===== src/rtl/uart_rx_pkg.sv =====
// Shared widths for the UART receiver slice.
package uart_rx_pkg;

  localparam int unsigned DataBits = 8;
  localparam int unsigned AddrW    = 3;

  typedef logic [DataBits-1:0] byte_t;

endpackage


===== src/rtl/sync2.sv =====
// Two-flop synchronizer for the asynchronous serial line; resets to the idle (high) level.
module sync2 (
  input  logic clk,
  input  logic rst,
  input  logic d,
  output logic q
);

  logic meta_q;
  logic sync_q;

  always_ff @(posedge clk) begin
    if (rst) begin
      meta_q <= 1'b1;
      sync_q <= 1'b1;
    end else begin
      meta_q <= d;
      sync_q <= meta_q;
    end
  end

  assign q = sync_q;

endmodule


===== src/rtl/uart_rx.sv =====
// 8N1 UART receiver: start-edge detect, mid-bit sampling, stop check, and a slot index
// for writing received bytes into an 8-entry message buffer.
module uart_rx
  import uart_rx_pkg::*;
#(
  parameter int unsigned CLK_FREQ = 50_000_000,
  parameter int unsigned BAUD     = 9600
) (
  input  logic             clk,
  input  logic             rst,
  input  logic             rx,
  output logic [7:0]       data,
  output logic             valid,
  output logic [AddrW-1:0] addr,
  output logic             frame_err,
  output logic             busy
);

  localparam int unsigned DIV  = CLK_FREQ / BAUD;
  localparam int unsigned CntW = $clog2(DIV);

  localparam logic [CntW-1:0] HalfLast = CntW'(DIV / 2 - 1);
  localparam logic [CntW-1:0] FullLast = CntW'(DIV - 1);

  typedef enum logic [1:0] {
    StIdle,
    StStart,
    StData,
    StStop
  } state_e;

  state_e         state_q;
  logic [CntW-1:0] cnt_q;
  logic [2:0]      bit_idx_q;
  byte_t           shift_q;
  byte_t           data_q;
  logic            valid_q;
  logic            frame_err_q;
  logic [AddrW-1:0] addr_q;
  logic            rx_s;
  logic            rx_prev_q;

  sync2 u_sync2 (
    .clk (clk),
    .rst (rst),
    .d   (rx),
    .q   (rx_s)
  );

  always_ff @(posedge clk) begin
    if (rst) begin
      state_q     <= StIdle;
      cnt_q       <= '0;
      bit_idx_q   <= '0;
      shift_q     <= '0;
      data_q      <= '0;
      valid_q     <= 1'b0;
      frame_err_q <= 1'b0;
      addr_q      <= '0;
      rx_prev_q   <= 1'b1;
    end else begin
      valid_q     <= 1'b0;
      frame_err_q <= 1'b0;
      rx_prev_q   <= rx_s;
      // addr names the slot of data while valid is high, then moves on.
      if (valid_q) begin
        addr_q <= addr_q + 1'b1;
      end
      unique case (state_q)
        StIdle: begin
          // Edge-based so a line held low after a frame error never restarts.
          if (rx_prev_q && !rx_s) begin
            state_q <= StStart;
            cnt_q   <= '0;
          end
        end
        StStart: begin
          if (cnt_q == HalfLast) begin
            cnt_q     <= '0;
            bit_idx_q <= '0;
            state_q   <= rx_s ? StIdle : StData;
          end else begin
            cnt_q <= cnt_q + 1'b1;
          end
        end
        StData: begin
          if (cnt_q == FullLast) begin
            cnt_q              <= '0;
            shift_q[bit_idx_q] <= rx_s;
            bit_idx_q          <= bit_idx_q + 1'b1;
            if (bit_idx_q == 3'd7) begin
              state_q <= StStop;
            end
          end else begin
            cnt_q <= cnt_q + 1'b1;
          end
        end
        StStop: begin
          if (cnt_q == FullLast) begin
            cnt_q   <= '0;
            state_q <= StIdle;
            if (rx_s) begin
              data_q  <= shift_q;
              valid_q <= 1'b1;
            end else begin
              frame_err_q <= 1'b1;
            end
          end else begin
            cnt_q <= cnt_q + 1'b1;
          end
        end
        default: state_q <= StIdle;
      endcase
    end
  end

  assign data      = data_q;
  assign valid     = valid_q;
  assign frame_err = frame_err_q;
  assign addr      = addr_q;
  assign busy      = (state_q != StIdle);

endmodule


===== config.mk =====
export PLATFORM = sky130hd
export DESIGN_NAME = uart_rx
export DESIGN_NICKNAME = d
export VERILOG_FILES = /design/src/rtl/uart_rx_pkg.sv /design/src/rtl/sync2.sv /design/src/rtl/uart_rx.sv
export SDC_FILE = /design/constraint.sdc
export NUM_CORES = 1
export LEC_CHECK = 0
export CAP_MARGIN = 15
export CORE_MARGIN = 4
export CORE_UTILIZATION = 60
export DETAILED_ROUTE_END_ITERATION = 10
export DONT_BUFFER_PORTS = 1
export HOLD_SLACK_MARGIN = 0.03
export PLACE_DENSITY = 0.76
export RECOVER_POWER = 100
export SYNTH_ARGS = -nofsm -noshare
export SYNTH_HDL_FRONTEND = slang
export SYNTH_HIERARCHICAL = 1
export SYNTH_SLANG_ARGS = --single-unit

===== constraint.sdc =====
create_clock -name clk -period 2.9 [get_ports clk]
set_input_delay 0.87 -clock clk [delete_from_list [all_inputs] [get_ports clk]]
set_output_delay 0.87 -clock clk [all_outputs]
set_load 0.05 [all_outputs]

# ---- Word level (Yosys, flattened, before mapping)
# Cells that the tools add are included.
dict set report totals {
  ff_bits 42
  input_bits 3
  out_inout_bits 14
  elab_cells 60
}
dict set report op_classes {
  n_addsub 3
  order_cmp 2
  n_eq_ne 11
  muxes 19
  bitwise_logic 2
  n_reduce_logical 12
}
# operator n
set op_table {}
lappend op_table {{13-bit 2-to-1 mux} 3}
lappend op_table {{13-bit case mux with 3 select lines} 1}
lappend op_table {{13-bit by 1-bit adder with 13-bit output (second input constant)} 1}
lappend op_table {{13-bit by 12-bit equality test with 1-bit output (second input constant)} 1}
lappend op_table {{13-bit equality test (second input constant)} 1}
lappend op_table {{2-bit 2-to-1 mux} 6}
lappend op_table {{2-bit != test (second input constant)} 5}
lappend op_table {{8-bit bitwise mux} 1}
lappend op_table {{2-bit case mux with 4 select lines} 1}
lappend op_table {{3-bit by 1-bit adder with 3-bit output (second input constant)} 2}
lappend op_table {{3-bit 2-to-1 mux} 2}
lappend op_table {{3-bit case mux with 2 select lines} 1}
lappend op_table {{3-bit AND reduction} 2}
lappend op_table {{5-bit AND reduction} 1}
lappend op_table {{2-bit equality test (second input constant)} 2}
lappend op_table {{3-bit by 4-bit less-than comparator with 1-bit output (second input constant)} 1}
lappend op_table {{2-bit nonzero test} 2}
lappend op_table {{1-bit demux with 3-bit select} 1}
lappend op_table {{3-bit equality test (second input constant)} 1}
lappend op_table {{3-bit by 1-bit greater-or-equal comparator with 1-bit output (second input constant)} 1}
lappend op_table {{1-bit 2-to-1 mux} 3}
lappend op_table {{3-bit OR reduction} 1}
lappend op_table {{2-bit by 1-bit equality test with 1-bit output (second input constant)} 1}
lappend op_table {{1-bit logical AND} 2}
lappend op_table {{5 further kinds} 6}

# ---- Logic depth before layout (Yosys ltp)
dict set report depth {
  word_depth 5
  ltp_mapped 7
  depth_no_buf 6
}

# ---- By module
# The synthesis kept the hierarchy.
# module instances cells_per_inst area_each_um2 seq_area_each_um2
set by_module_without_submodules {}
lappend by_module_without_submodules {uart_rx 1 208 1924.3 800.8}
lappend by_module_without_submodules {sync2 1 4 52.6 40.0}

# ---- Worst setup path after synthesis
# Ideal clock, no wire load.
dict set report synth_path {
  path_type {register to register}
  start {reg cnt_q[0]}
  end {reg cnt_q[8]}
  setup_time_ps 114
  arrival_time_ps 1711
  t_required_ps 2786
  path_slack_ps 1075
  stages_incl_launch_ff 7
  path_buffers 0
  period_less_slack_ps 1825
  path_cell_list {dfxtp_1 > ha_1 > nor4bb_1 > nand3_1 > a32o_2 > a21o_1 > a21o_1}
}
dict set report synth_via {
  elab_chain_len 3
  word_cells_on_any_way 6
  cone_classes {add/sub (1); eq/ne (2); mux (3)}
}
# item line
set synth_rtl {}
lappend synth_rtl {{from (decl)} uart_rx.sv:33} ;# logic [CntW-1:0] cnt_q;
lappend synth_rtl {{from (signal assigned)} uart_rx.sv:83} ;# cnt_q <= cnt_q + 1'b1;
lappend synth_rtl {{from (signal assigned)} uart_rx.sv:95} ;# cnt_q <= cnt_q + 1'b1;
lappend synth_rtl {{from (signal assigned)} uart_rx.sv:109} ;# cnt_q <= cnt_q + 1'b1;
lappend synth_rtl {{13-bit by 1-bit adder with 13-bit output (tied with other cells)} {uart_rx.sv:83, uart_rx.sv:95, uart_rx.sv:109}}
lappend synth_rtl {{13-bit 2-to-1 mux, on equally long branches} {uart_rx.sv:87, uart_rx.sv:99, uart_rx.sv:78}}
lappend synth_rtl {{13-bit case mux with 3 select lines (*)} uart_rx.sv:69} ;# unique case (state_q)
# Every way passes the cells marked *; elsewhere a longest branch is shown, timed or not.
# A chain may end at the register's enable or synchronous reset.

==> flow_metrics.py <==
metrics = {
    "outcome": {
        "status": "completed",
    },
    "critical_path": {
        "start_kind": "flip-flop",
        "cp-end-kind": "primary output",
        "path_cells": "or2_0",
        "cp.arrival_ns": 1.70,
        "worstPathBufferInverterCount": 0,
        "cpMaxStageDelayCell": "or2_0",
        "crit_path_max_fanout": 14,
        "slowest_delay_ns": 0.74,
        "crit_type": "reg2out",
        "crit_required_ns": 2.03,
        "cp_top_family": "simple AND/OR/NAND/NOR gates",
    },
    "drt": {
        "wl_met3_um": 206,
        "wl_per_cell_um": 14.7,
        "viasPerCell": 6.12,
        "drtIter0Drc": 112,
        "drtAntennaViolNets": 0,
        "drcViolationCount": 0,
        "totalWireLength_um": 3710,
        "via_count": 1543,
        "wl_met1_um": 1700,
        "wl_met2_um": 1710,
        "detail_route.first_pass.iterations": 4,
        "top_layer": "met4",
    },
    "grt": {
        "grt_overflow_total": 0,
        "grt_pass1_wl_um": 6530,
        "grt_max_degree": 35,
        "grt_pass1_vias": 1424,
        "grt_use_total_pct": 19.6,
        "antenna_found_initial": 0,
    },
    "logic_synthesis": {
        "syn_area_um2": 1980,
        "avgSynthCellArea_um2": 9.32,
        "netlist.area_leader.share_pct": 42.5,
        "ys_top_cells_by_area": "dfxtp_1, mux2i_1, nor2_1, nand3_1, a31oi_1",
        "synth.top_cells.by_count": "dfxtp_1, nor2_1, mux2i_1",
        "syn-num-nets": 219,
        "ys.warnings.count": 6,
        "yosys_register_bits": 42,
        "synthCells": 212,
        "yosysMostFrequentCell": "dfxtp_1",
        "ys_async_sr_fraction_pct": 0,
        "synth_cell_types": 44,
        "synth_top_cell_by_area": "dfxtp_1",
        "synth_flop_cell": "dfxtp_1",
        "ys_seq_area_share_pct": 42.5,
        "synth_edf_count": 0,
    },
    "clock_tree": {
        "path_clk_slew_ns": 0.12,
        "clock-root-buffer": "clkbuf_4",
        "post_cts_buffers": 0,
        "cts_buffer_depth": 2,
        "ctsResizeCount": 0,
        "hold_buffers": 0,
        "clkLatencyLatePin_ns": 0.36,
        "ctsHtreeMaxLevel": 2,
        "cts_buffers": 5,
        "cts.sink_count": 42,
        "cts_tree": "built",
    },
    "power_and_ir_drop": {
        "vdd.ir_drop.worst_mv": 0.438,
        "pwr_density_cell_nw_per_um2": 504,
        "p_leak_nw": 0.820,
    },
    "sta": {
        "worst_slew_pin_slew_ns": 0.872,
        "fmaxAchievable_mhz": 390,
        "slew_violations": 0,
        "finClkSkew_ns": 0.00624,
        "tns_ns": 0,
        "hold_viol": 0,
        "setup_viol": 0,
        "rsz0062_at_grt": "false",
        "timing.final.crit_share_pct": 88.5,
        "max-slew-margin-rel_pct": 41.9,
        "post-route-min-period_ns": 2.57,
    },
    "placed_design": {
        "hpwl_um": 2620,
        "io_buffer_count": 0,
        "routabilityCongestion": 0.857,
        "place_area_um2": 1970,
    },
    "layout": {
        "drive_gt1_share_pct": 5.77,
        "diodes": 0,
        "postLayoutCellArea_um2": 2030,
        "area_delta_synth_final_pct": 2.91,
        "final_nets": 214,
    },
    "min_path": {
        "hold_class": "reg2reg",
    },
    "floorplan": {
        "die_w_um": 65.4,
        "dieArea_um2": 4280,
        "num_rows": 20,
        "core-area_um2": 3100,
        "start_util_pct": 63.7,
        "num_io_pins": 17,
        "die_y_um": 65.4,
    },
    "job": {
        "cap_violations": 0,
    },
}
==> flip-flops by register name, summed over array words and instances, names as in the netlist, named ones only <==
register,count
u_sync2/q,1
u_sync2/meta_q,1
state_q,1
cnt_q,13
data,8
frame_err,1
valid,1
rx_prev_q,1
addr,3
shift_q,8
bit_idx_q,3
==> cells in the final DEF, fill, tap and decap left out, types with 6 or more instances in the layout <==
master and count:
a31oi_1 9, and3_1 7, dfxtp_1 42, mux2i_1 18
nand2_1 13, nand3_1 13, nand4_1 6, nor2_1 27
nor3b_1 6
==> metal layers <==
layer / vias up / GRT usage, %
met1: 722 / 26.0
met4: 0 / 9.59
met5: - / 0
met3: 10 / 4.62
li1: 767 / -
met2: 44 / 29.7
==> final cells by class <==
type                            instances  area, um^2
Tap cell                               44        55.1
Fill cell                             285        1070
Sequential cell                        42         841
Clock inverter                          3        43.8
Clock buffer                            5        37.5
Multi-Input combinational cell        155        1050
Inverter                                3        11.3
==> power breakdown <==
group / switching (mW) / internal [mW]
Sequential: 0.0104 / 0.583
Combinational: 0.0398 / 0.0175
Clock: 0.192 / 0.183
==> logic make-up (layout without fill, tap and decap cells) <==
logic type | Yosys count | count (layout) | share of synthesized area, %
simple gates | 99 | 99 | 29.5
flops | 42 | 42 | 42.5
compound gates | 30 | 30 | 10.9
mux | 18 | 18 | 9.11
buf+inv | 15 | 11 | 3.61
fa+ha+maj | 4 | 4 | 2.53
xor+xnor | 4 | 4 | 1.77
==> per-stage QoR <==
| step | instances | worst slack [ns] | hold WS (ns) | total power [mW] | util, % |
|---|---|---|---|---|---|
| final | 252 | 0.334 | 0.428 | 1.03 | 65.6 |
| after detailed placement | 244 | 0.715 | 0.396 | 0.664 | 63.5 |
| after global routing | 252 | 0.248 | 0.436 | 1.07 | 65.6 |
| after global placement | 244 | 0.825 | 0.397 | 0.663 | 63.5 |
| after floorplan | 212 | 1.07 | 0.383 | 0.661 | - |
| after CTS | 252 | 0.663 | 0.431 | 1.04 | 66.2 |
==> final timing paths <==
kind | depth (start not counted) | slack, ns | start | endpoint
worst min register to register | 1 | 0.43 | u_sync2/meta_q$_SDFF_PP1_ | u_sync2/q$_SDFF_PP1_
worst max-delay path | 1 | 0.33 | flip-flop | busy
worst max register to register | 5 | 0.55 | flip-flop | cnt_q[8]$_SDFFE_PP0P_
worst min-delay path | 1 | 0.43 | u_sync2/meta_q$_SDFF_PP1_ | u_sync2/q$_SDFF_PP1_
No activity file was read; power rests on OpenSTA's default activity.
